File: src/rtl/hdmi_audio_pacer_if.sv
// Sample bus between the audio pacer, the core's PCM source and hdmi_tx.
interface hdmi_audio_pacer_if #(
  parameter int NCH   = 2,
  parameter int IN_W  = 16,
  parameter int OUT_W = 24
);
  logic [NCH*IN_W-1:0]  pcm_in;
  logic                 pcm_fs;
  logic [NCH*OUT_W-1:0] pcm_out;
  logic                 sample_stb;

  modport master (input pcm_in, output pcm_fs, pcm_out, sample_stb);
  modport slave  (output pcm_in, input pcm_fs, pcm_out, sample_stb);
endinterface

File: src/rtl/hdmi_audio_pacer.sv
// HDMI audio pacer: fractional-N pcm_fs generator plus a glitch-checked,
// gain-shifted and saturated PCM capture from the asynchronous core domain.
module hdmi_audio_pacer_lane #(
  parameter int IN_W       = 16,
  parameter int OUT_W      = 24,
  parameter int GAIN_SHIFT = 5
) (
  input  logic [IN_W-1:0]  din_i,
  output logic [OUT_W-1:0] dout_o
);
  localparam int XW = IN_W + GAIN_SHIFT + 1;
  localparam int CW = ((XW > OUT_W) ? XW : OUT_W) + 1;
  localparam logic signed [CW-1:0] MAXV = {{(CW-OUT_W+1){1'b0}}, {(OUT_W-1){1'b1}}};
  localparam logic signed [CW-1:0] MINV = {{(CW-OUT_W+1){1'b1}}, {(OUT_W-1){1'b0}}};

  logic signed [XW-1:0] x;
  logic signed [CW-1:0] xe;

  assign x  = $signed({{(GAIN_SHIFT+1){din_i[IN_W-1]}}, din_i}) <<< GAIN_SHIFT;
  assign xe = CW'(x);

  always_comb begin
    if (xe > MAXV)      dout_o = {1'b0, {(OUT_W-1){1'b1}}};
    else if (xe < MINV) dout_o = {1'b1, {(OUT_W-1){1'b0}}};
    else                dout_o = xe[OUT_W-1:0];
  end
endmodule

module hdmi_audio_pacer #(
  parameter int NCH        = 2,
  parameter int IN_W       = 16,
  parameter int OUT_W      = 24,
  parameter int GAIN_SHIFT = 5,
  parameter int ACC_W      = 18,
  parameter int ADD0       = 8,
  parameter int MAX0       = 3125,
  parameter int ADD1       = 441,
  parameter int MAX1       = 125000,
  parameter int ADD2       = 12,
  parameter int MAX2       = 3125,
  parameter int RATE_INIT  = 0
) (
  input  logic                pixel_clk,
  input  logic                sys_reset_125,
  input  logic [1:0]          rate_sel,
  input  logic                mute,
  output logic [1:0]          rate_cur,
  output logic                rate_err,
  output logic                capture_miss,
  hdmi_audio_pacer_if.master  bus
);
  localparam logic [1:0] RATE_RST = 2'(RATE_INIT);

  function automatic logic [ACC_W-1:0] add_of(input logic [1:0] r);
    case (r)
      2'd1:    return ACC_W'(ADD1);
      2'd2:    return ACC_W'(ADD2);
      default: return ACC_W'(ADD0);
    endcase
  endfunction

  function automatic logic [ACC_W-1:0] max_of(input logic [1:0] r);
    case (r)
      2'd1:    return ACC_W'(MAX1);
      2'd2:    return ACC_W'(MAX2);
      default: return ACC_W'(MAX0);
    endcase
  endfunction

  typedef enum logic {IDLE, PEND} state_t;

  logic [1:0]                       rsel_s1_q, rsel_s2_q;
  logic                             mute_s1_q, mute_s2_q;
  logic [NCH-1:0][IN_W-1:0]         pcm_a_q, pcm_b_q;
  logic [NCH-1:0][OUT_W-1:0]        conv, out_q;
  logic [ACC_W-1:0]                 count_q, count_d, sa;
  logic [1:0]                       rate_q, rate_d;
  logic                             err_q, err_d;
  logic                             fs_q, miss_q, stb_q;
  logic                             evt, fall, rise;
  state_t                           st_q;

  for (genvar g = 0; g < NCH; g++) begin : g_lane
    hdmi_audio_pacer_lane #(
      .IN_W(IN_W), .OUT_W(OUT_W), .GAIN_SHIFT(GAIN_SHIFT)
    ) u_lane (
      .din_i (pcm_b_q[g]),
      .dout_o(conv[g])
    );
  end

  // A non-negative remainder is an event; the step after a falling event
  // already uses the newly selected rate so the switch is seamless.
  always_comb begin
    sa     = count_q - max_of(rate_q);
    evt    = ~sa[ACC_W-1];
    fall   = evt & fs_q;
    rise   = evt & ~fs_q;
    rate_d = rate_q;
    err_d  = err_q;
    if (fall) begin
      if (rsel_s2_q == 2'd3) err_d  = 1'b1;
      else                   rate_d = rsel_s2_q;
    end
    count_d = evt ? sa + add_of(rate_d) : count_q + add_of(rate_q);
  end

  always_ff @(posedge pixel_clk or posedge sys_reset_125) begin
    if (sys_reset_125) begin
      rsel_s1_q <= '0;
      rsel_s2_q <= '0;
      mute_s1_q <= 1'b0;
      mute_s2_q <= 1'b0;
      pcm_a_q   <= '0;
      pcm_b_q   <= '0;
      count_q   <= '0;
      fs_q      <= 1'b0;
      rate_q    <= RATE_RST;
      err_q     <= 1'b0;
    end else begin
      rsel_s1_q <= rate_sel;
      rsel_s2_q <= rsel_s1_q;
      mute_s1_q <= mute;
      mute_s2_q <= mute_s1_q;
      pcm_a_q   <= bus.pcm_in;
      pcm_b_q   <= pcm_a_q;
      count_q   <= count_d;
      rate_q    <= rate_d;
      err_q     <= err_d;
      if (evt) fs_q <= ~fs_q;
    end
  end

  // Capture window is the low phase; a rising event ends it unconditionally
  // so pcm_out never changes while pcm_fs is high.
  always_ff @(posedge pixel_clk or posedge sys_reset_125) begin
    if (sys_reset_125) begin
      st_q   <= IDLE;
      out_q  <= '0;
      stb_q  <= 1'b0;
      miss_q <= 1'b0;
    end else begin
      stb_q <= 1'b0;
      case (st_q)
        IDLE: if (fall) st_q <= PEND;
        PEND: begin
          if (rise) begin
            miss_q <= 1'b1;
            st_q   <= IDLE;
          end else if (pcm_a_q == pcm_b_q) begin
            out_q <= mute_s2_q ? '0 : conv;
            stb_q <= 1'b1;
            st_q  <= IDLE;
          end
        end
        default: st_q <= IDLE;
      endcase
    end
  end

  assign bus.pcm_fs     = fs_q;
  assign bus.pcm_out    = out_q;
  assign bus.sample_stb = stb_q;
  assign rate_cur       = rate_q;
  assign rate_err       = err_q;
  assign capture_miss   = miss_q;
endmodule

File: src/flat_wrapper.sv
// flat-port wrapper written by rule: the top's interface ports become plain ports
module hdmi_audio_pacer_flat 
#(
  parameter int NCH        = 2,
  parameter int IN_W       = 16,
  parameter int OUT_W      = 24,
  parameter int GAIN_SHIFT = 5,
  parameter int ACC_W      = 18,
  parameter int ADD0       = 8,
  parameter int MAX0       = 3125,
  parameter int ADD1       = 441,
  parameter int MAX1       = 125000,
  parameter int ADD2       = 12,
  parameter int MAX2       = 3125,
  parameter int RATE_INIT  = 0
)
  (pixel_clk, sys_reset_125, rate_sel, mute, rate_cur, rate_err, capture_miss, bus_pcm_in, bus_pcm_fs, bus_pcm_out, bus_sample_stb);
  hdmi_audio_pacer_if #(.NCH(NCH), .IN_W(IN_W), .OUT_W(OUT_W)) bus_i ();
  input  logic pixel_clk;
  input  logic sys_reset_125;
  input  logic [1:0] rate_sel;
  input  logic mute;
  output logic [1:0] rate_cur;
  output logic rate_err;
  output logic capture_miss;
  input wire logic [$bits(bus_i.pcm_in)-1:0] bus_pcm_in;
  output wire logic [$bits(bus_i.pcm_fs)-1:0] bus_pcm_fs;
  output wire logic [$bits(bus_i.pcm_out)-1:0] bus_pcm_out;
  output wire logic [$bits(bus_i.sample_stb)-1:0] bus_sample_stb;
  assign bus_i.pcm_in = bus_pcm_in;
  assign bus_pcm_fs = bus_i.pcm_fs;
  assign bus_pcm_out = bus_i.pcm_out;
  assign bus_sample_stb = bus_i.sample_stb;
  hdmi_audio_pacer #(.NCH(NCH), .IN_W(IN_W), .OUT_W(OUT_W), .GAIN_SHIFT(GAIN_SHIFT), .ACC_W(ACC_W), .ADD0(ADD0), .MAX0(MAX0), .ADD1(ADD1), .MAX1(MAX1), .ADD2(ADD2), .MAX2(MAX2), .RATE_INIT(RATE_INIT)) u_core (.pixel_clk(pixel_clk), .sys_reset_125(sys_reset_125), .rate_sel(rate_sel), .mute(mute), .rate_cur(rate_cur), .rate_err(rate_err), .capture_miss(capture_miss), .bus(bus_i));
endmodule
File: config.mk
export PLATFORM = sky130hd
export DESIGN_NAME = hdmi_audio_pacer_flat
export DESIGN_NICKNAME = d
export VERILOG_FILES = /design/src/rtl/hdmi_audio_pacer_if.sv /design/src/rtl/hdmi_audio_pacer.sv /design/src/flat_wrapper.sv
export SDC_FILE = /design/constraint.sdc
export NUM_CORES = 1
export LEC_CHECK = 0
export BUFFER_PORTS_ARGS = -buffer_cell sky130_fd_sc_hd__buf_2
export CAP_MARGIN = 20
export CORE_AREA = 2 2 113 115
export CTS_CLUSTER_SIZE = 16
export DETAILED_ROUTE_END_ITERATION = 12
export DIE_AREA = 0 0 115 117
export HOLD_SLACK_MARGIN = 0.08
export PLACE_DENSITY = 0.73
export SYNTH_ARGS = -nofsm -noshare
export SYNTH_HDL_FRONTEND = slang
export SYNTH_SLANG_ARGS = --single-unit
File: constraint.sdc
create_clock -name pixel_clk -period 7.3 [get_ports pixel_clk]
set_clock_uncertainty 0.05 [all_clocks]
set_input_delay 1.46 -clock pixel_clk [delete_from_list [all_inputs] [get_ports pixel_clk]]
set_output_delay 1.46 -clock pixel_clk [all_outputs]
set_load 0.02 [all_outputs]
# Word level (Yosys, flattened, before mapping)
# Index checks and enable logic that the tools add are counted.
[word_totals]
wordCells = 57
reg_bits = 143
output_inout_bits = 54
in_bits = 37
[op_classes]
n_reduce_logical = 3
order_cmp = 4
n_bitwise = 6
muxes = 18
add_sub_neg = 3
eq_ne = 6
[ops]
columns = ["operator", "count"]
rows = [
  ["$mux 24", 4],
  ["$gt 21x24->1 const B", 2],
  ["$lt 21x24->1 const B", 2],
  ["$mux 48", 1],
  ["$add 18x9->18", 2],
  ["$pmux 9 s2", 2],
  ["$eq 32x32->1", 1],
  ["$mux 18", 1],
  ["$sub 18x17->18", 1],
  ["$mux 17", 1],
  ["$eq 2x2->1 const B", 3],
  ["$mux 1", 6],
  ["$eq 2x1->1 const B", 2],
  ["$mux 2", 2],
  ["$not 1->1", 4],
  ["$reduce_and 2->1", 2],
  ["$reduce_and 3->1", 1],
  ["$and 1x1->1", 2],
  ["$pmux 1 s2", 1],
]

# Logic depth before layout (Yosys ltp)
[logic_depth]
depth_word = 10
ltp_mapped = 25
depth_no_buf = 24

# Hierarchy
# Synthesis repeated with hierarchy kept, for this count alone.
[unflattened]
cells_unflattened = 725
area_unflattened_um2 = 7295.7
[by_module_without_submodules]
columns = ["mod", "area_each_um2", "seq_area_each_um2", "cells_each", "instances"]
rows = [
  ["hdmi_audio_pacer", 6927.9, 3578.4, 675, 1],
  ["hdmi_audio_pacer_lane", 183.9, 0.0, 25, 2],
]

# Least setup slack after synthesis
# Ideal clock, no wire load.
[synth_path]
path_kind = "reg2reg"
startpoint = "reg u_core.rate_q[1], in the netlist u_core.rate_cur[1]"
endpoint = "reg u_core.count_q[15]"
setup_time_ns = 0.082
synth_period_minus_slack_ns = 5.258
stages_incl_launch_ff = 25
n_path_buf = 2
setup_slack_ns = 2.042
t_required_ns = 7.168
arrival_time_ns = 5.127
path_cell_list = "dfrtp_1 nand2b_2 buf_2 ha_1 nand2b_1 maj3_2 a2111o_1 and2_4 buf_6 a41o_4 nor2_1 nand2_1 nor2_1 nor2_1 nor2_1 nor3_1 ha_1 nor3b_1 nor3_1 nand3_1 nand2_1 a2111oi_0 nor2_1 or3_1 a31oi_1"
[synth_between]
elab_chain_cells = 10
word_cells_on_any_way = 15
cone_classes = "add/sub: 3; eq/ne: 4; mux: 6; bitwise: 2"
[synth_rtl]
columns = ["element", "line", "text"]
rows = [
  ["start, declared", "hdmi_audio_pacer.sv:77", "logic [1:0] rate_q, rate_d;"],
  ["start signal, assigned", "hdmi_audio_pacer.sv:128", "rate_q <= rate_d;"],
  ["$eq 2x1->1 *", "hdmi_audio_pacer.sv:63", "case (r)"],
  ["$mux 17 *", "hdmi_audio_pacer.sv:63", ""],
  ["$sub 18x17->18 *", "hdmi_audio_pacer.sv:95", "sa = count_q - max_of(rate_q);"],
  ["$not 1->1 *", "hdmi_audio_pacer.sv:96", "evt = ~sa[ACC_W-1];"],
  ["$and 1x1->1 *", "hdmi_audio_pacer.sv:97", "fall = evt & fs_q;"],
  ["$mux 2 *", "hdmi_audio_pacer.sv:101", "if (fall) begin"],
  ["net u_core.rate_d[0]", "hdmi_audio_pacer.sv:77", ""],
  ["$eq 2x2->1 / $eq 2x1->1 (equally long branches)", "hdmi_audio_pacer.sv:55", "case (r)"],
  ["$pmux 9 s2 *", "hdmi_audio_pacer.sv:55", ""],
  ["$add 18x9->18 *", "hdmi_audio_pacer.sv:105", "count_d = evt ? sa + add_of(rate_d) : count_q + add_of(rate_q);"],
  ["$mux 18 *", "hdmi_audio_pacer.sv:105", ""],
  ["net u_core.count_d[15]", "hdmi_audio_pacer.sv:76", "logic [ACC_W-1:0] count_q, count_d, sa;"],
  ["end signal, assigned", "hdmi_audio_pacer.sv:127", "count_q <= count_d;"],
  ["end, declared", "hdmi_audio_pacer.sv:76", ""],
]
# The timed path passes the listed nets; every way through them passes the cells marked *.
# A chain may end at the register's enable or synchronous reset.

# Worst setup path in the final report
# Ends and elaborated chain as after synthesis.

==> impl_metrics.ini <==
[detailed_routing]
post-route-drc-count = 0
drtIter0Drc = 269
vias = 4645
wl_um = 13600
dr.pass1.iters = 4
postRouteAntennaNets = 0
viasPerCell = 5.51
wl_per_cell_um = 16.1

[global_routing]
grt_pass1_vias = 4614
grt_overflow = 0
grt_pass1_wl_um = 22500
antenna_found_initial = 0
grt_usage = 0.218
grt_max_degree = 69

[floorplan]
die_x_um = 115
die_y_um = 117
die_area_um2 = 13500
io-pin-count = 91
core-area_um2 = 12300
num_rows = 41
start_util = 0.507

[sta]
hold_violations = 0
worst_slack_ns = 1.58
setup-tns-final_ns = 0
maxSlewHeadroom = 0.303
period_share = 0.784
setup_viol = 0
clock.fmax_mhz = 175
drv_slew = 0
worst_pin_slew_ns = 1.04
rsz0062_at_grt = false
fin_crit_ns = 5.72

[setup_path]
crit_arrival_ns = 6.00
start_kind = flop
worstPathCellList = nand2b_2 -> inv_2 -> ha_1 -> a21oi_1 -> o21ai_0 -> o22a_1 -> and2_4 -> a41o_4 -> nor2_1 -> nand2_1 -> nor2_1 -> nor2_1 -> nor2_1 -> nor3_1 -> ha_1 -> nor3b_1 -> nor3_1 -> nand3_1 -> nand2_1 -> a2111oi_0 -> nor2_1 -> or3_1 -> a31oi_1
worstPathRequired_ns = 7.58
cp_slowest_cell = a2111oi_0
rr_worst_depth = 23
worst_path_largest_cell_delay_ns = 0.74
crit_top_cell = nor2_1
path_class = flop to flop
endpoint_kind = flop
critical_path.max_fanout = 18

[pwr]
p_int_w = 0.00128
p_sw_frac = 0.228
p_comb_frac = 0.036
leakage_nw = 3.47
totalPowerFinal_w = 0.00166
clockPowerShare = 0.518
power_density_nw_per_um2 = 227
power_frac_seq = 0.445
peakVddDrop_mv = 0.233
netSwitchingPower_w = 0.000378

[min_path]
hp-class = flop to flop
hold_path_depth = 0

[logic_synthesis]
synthDistinctLibCells = 63
ys_warn_count = 0
avgSynthCellArea_um2 = 10.3
seq_area_frac_synth = 0.509
synth_edf_count = 0
synthFlopType = dfrtp_1
synth_area_um2 = 6240
netlist_instances = 605
ys_ff_latch = 127
ys_async_sr_fraction = 1.00

[cts]
clock_latency_ns = 0.42
clockRootBuffer = clkbuf_16
cts_max_level = 4
clk_pin_slew_ns = 0.06
cts_tree = built
cts_sinks = 127
cts_made_buffers = 17
postCtsSetupRepairBufs = 0
post_cts_resized = 0
postCtsHoldBufs = 0
clock_path_buffers = 2

[finish]
drive_above_1_share = 0.188
fin_area_um2 = 7310
n_antenna_cell = 0
area_growth_pct = 17.1
nNetsFinal = 736

[placement]
port_buffers = 80
place_ws_ns = 1.77
gp_congestion = 0.917
dp_hpwl_um = 9890
placed_cell_area_um2 = 6700

[flow_run]
max_cap_viol_count = 0

[status]
status = finished, final reports clean
-- per-stage QoR --
| stage | utilization | hold slack [ns] | instances |
|---|---|---|---|
| 3_3_place_gp | 0.544 | 0.283 | 811 |
| 3_5_place_dp | 0.544 | 0.291 | 811 |
| 5_1_grt | 0.594 | 0.302 | 843 |
| 4_1_cts | 0.594 | 0.304 | 843 |
| 6_report | 0.594 | 0.300 | 843 |
| 2_1_floorplan | - | 0.281 | 614 |
-- registers in the layout, summed over array words and instances, names as in the netlist, 2 cells and up --
| name | flops |
|---|---|
| u_core.pcm_b_q | 32 |
| u_core.count_q | 18 |
| u_core.rsel_s2_q | 2 |
| u_core.rsel_s1_q | 2 |
| u_core.pcm_a_q | 32 |
| u_core.bus.pcm_out | 32 |
| u_core.rate_cur | 2 |
-- per-layer routing --
layer  part of all wire  vias up  GRT usage  wire length [um]
li1                   -     2228          -                 -
met1               0.45     2241      0.288              6150
met2               0.47      143      0.337              6350
met3              0.050       33     0.0520               680
met4              0.028        0      0.112               373
met5                  0        -          0                 0
-- power groups by stage --
stage	sequential [W]	clock, W	combinational [W]
2_1_floorplan	0.000747	0	0.0000437
6_report	0.000740	0.000862	0.0000605
4_1_cts	0.000740	0.000877	0.0000616
3_3_place_gp	0.000751	0	0.0000610
5_1_grt	0.000742	0.000914	0.0000682
3_5_place_dp	0.000752	0	0.0000614
-- worst max-delay path, delay by kind of cell, from the launching register on --
| family | cells | cell delay [ns] |
|---|---|---|
| adders and majority gates | 2 | 0.67 |
| AOI/OAI and AO/OA | 6 | 1.85 |
| and+or+nand+nor | 14 | 2.37 |
| DFF | 1 | 0.41 |
| buffers and inverters | 1 | 0.30 |
-- cell usage after synthesis, types with 3 or more instances --
master	count	area, um2
dfrtp_1	127	3180
nand2_1	59	221
o21ai_0	52	260
xor2_1	41	359
nor2_1	39	146
nand2b_1	38	238
xnor2_1	35	307
ha_1	19	238
a21oi_1	17	85.1
buf_4	16	120
clkbuf_1	16	60.1
inv_1	12	45.0
nand3_1	12	60.1
a31oi_1	10	62.6
nor3_1	9	45.0
nor4_1	8	50.1
a21o_1	7	52.6
and3_1	7	43.8
nand4_1	5	31.3
nor2b_1	5	31.3
or4_1	5	37.5
nand4b_1	4	35.0
o21ai_1	4	20.0
maj3_1	3	30.0
o211ai_1	3	22.5
-- cell usage in the layout (no fill, tap or decap), drive strengths merged, types with 7 or more instances in the layout --
cell type / n
o21ai: 56
a21o: 7
inv: 19
dfrtp: 127
nor4: 8
and3: 7
xor2: 41
nor3: 9
nand2: 59
xnor2: 35
clkbuf: 20
nand2b: 39
a31oi: 10
nor2: 40
a21oi: 17
nand3: 12
buf: 83
ha: 19
conb: 10
-- cell families after synthesis --
group | Yosys count | synth area share
and+or+nand+nor | 208 | 0.174
DFF | 127 | 0.509
AOI/OAI and AO/OA | 119 | 0.121
xor gates and xnor gates | 76 | 0.107
buffers and inverters | 49 | 0.0407
adders and majority gates | 23 | 0.0447
muxes | 2 | 0.00321
other | 1 | 0.000601
-- path summary, 6_finish.rpt --
path,slack [ns],startpoint,endpoint
setup / recovery,1.58,u_core.rate_cur[1],u_core.count_q[15]
hold / removal,0.30,u_core.rsel_s1_q[1],u_core.rsel_s2_q[1]
setup reg to reg,1.58,u_core.rate_cur[1],u_core.count_q[15]
hold reg to reg,0.30,u_core.rsel_s1_q[1],u_core.rsel_s2_q[1]
max in group asynchronous,4.75,sys_reset_125,u_core.rsel_s1_q[1]
min in group asynchronous,1.11,sys_reset_125,u_core.count_q[5]
-- final cells by class --
class / count / area [um2]
sequential: 127 / 3180
tap: 150 / 188
fill: 998 / 5000
timing repair buffer: 83 / 423
inverter: 13 / 51.3
clock buffer: 20 / 467
clock inverter: 12 / 146
multi-input combinational: 438 / 2860
Note: power is estimated with default switching activity, not from simulation.
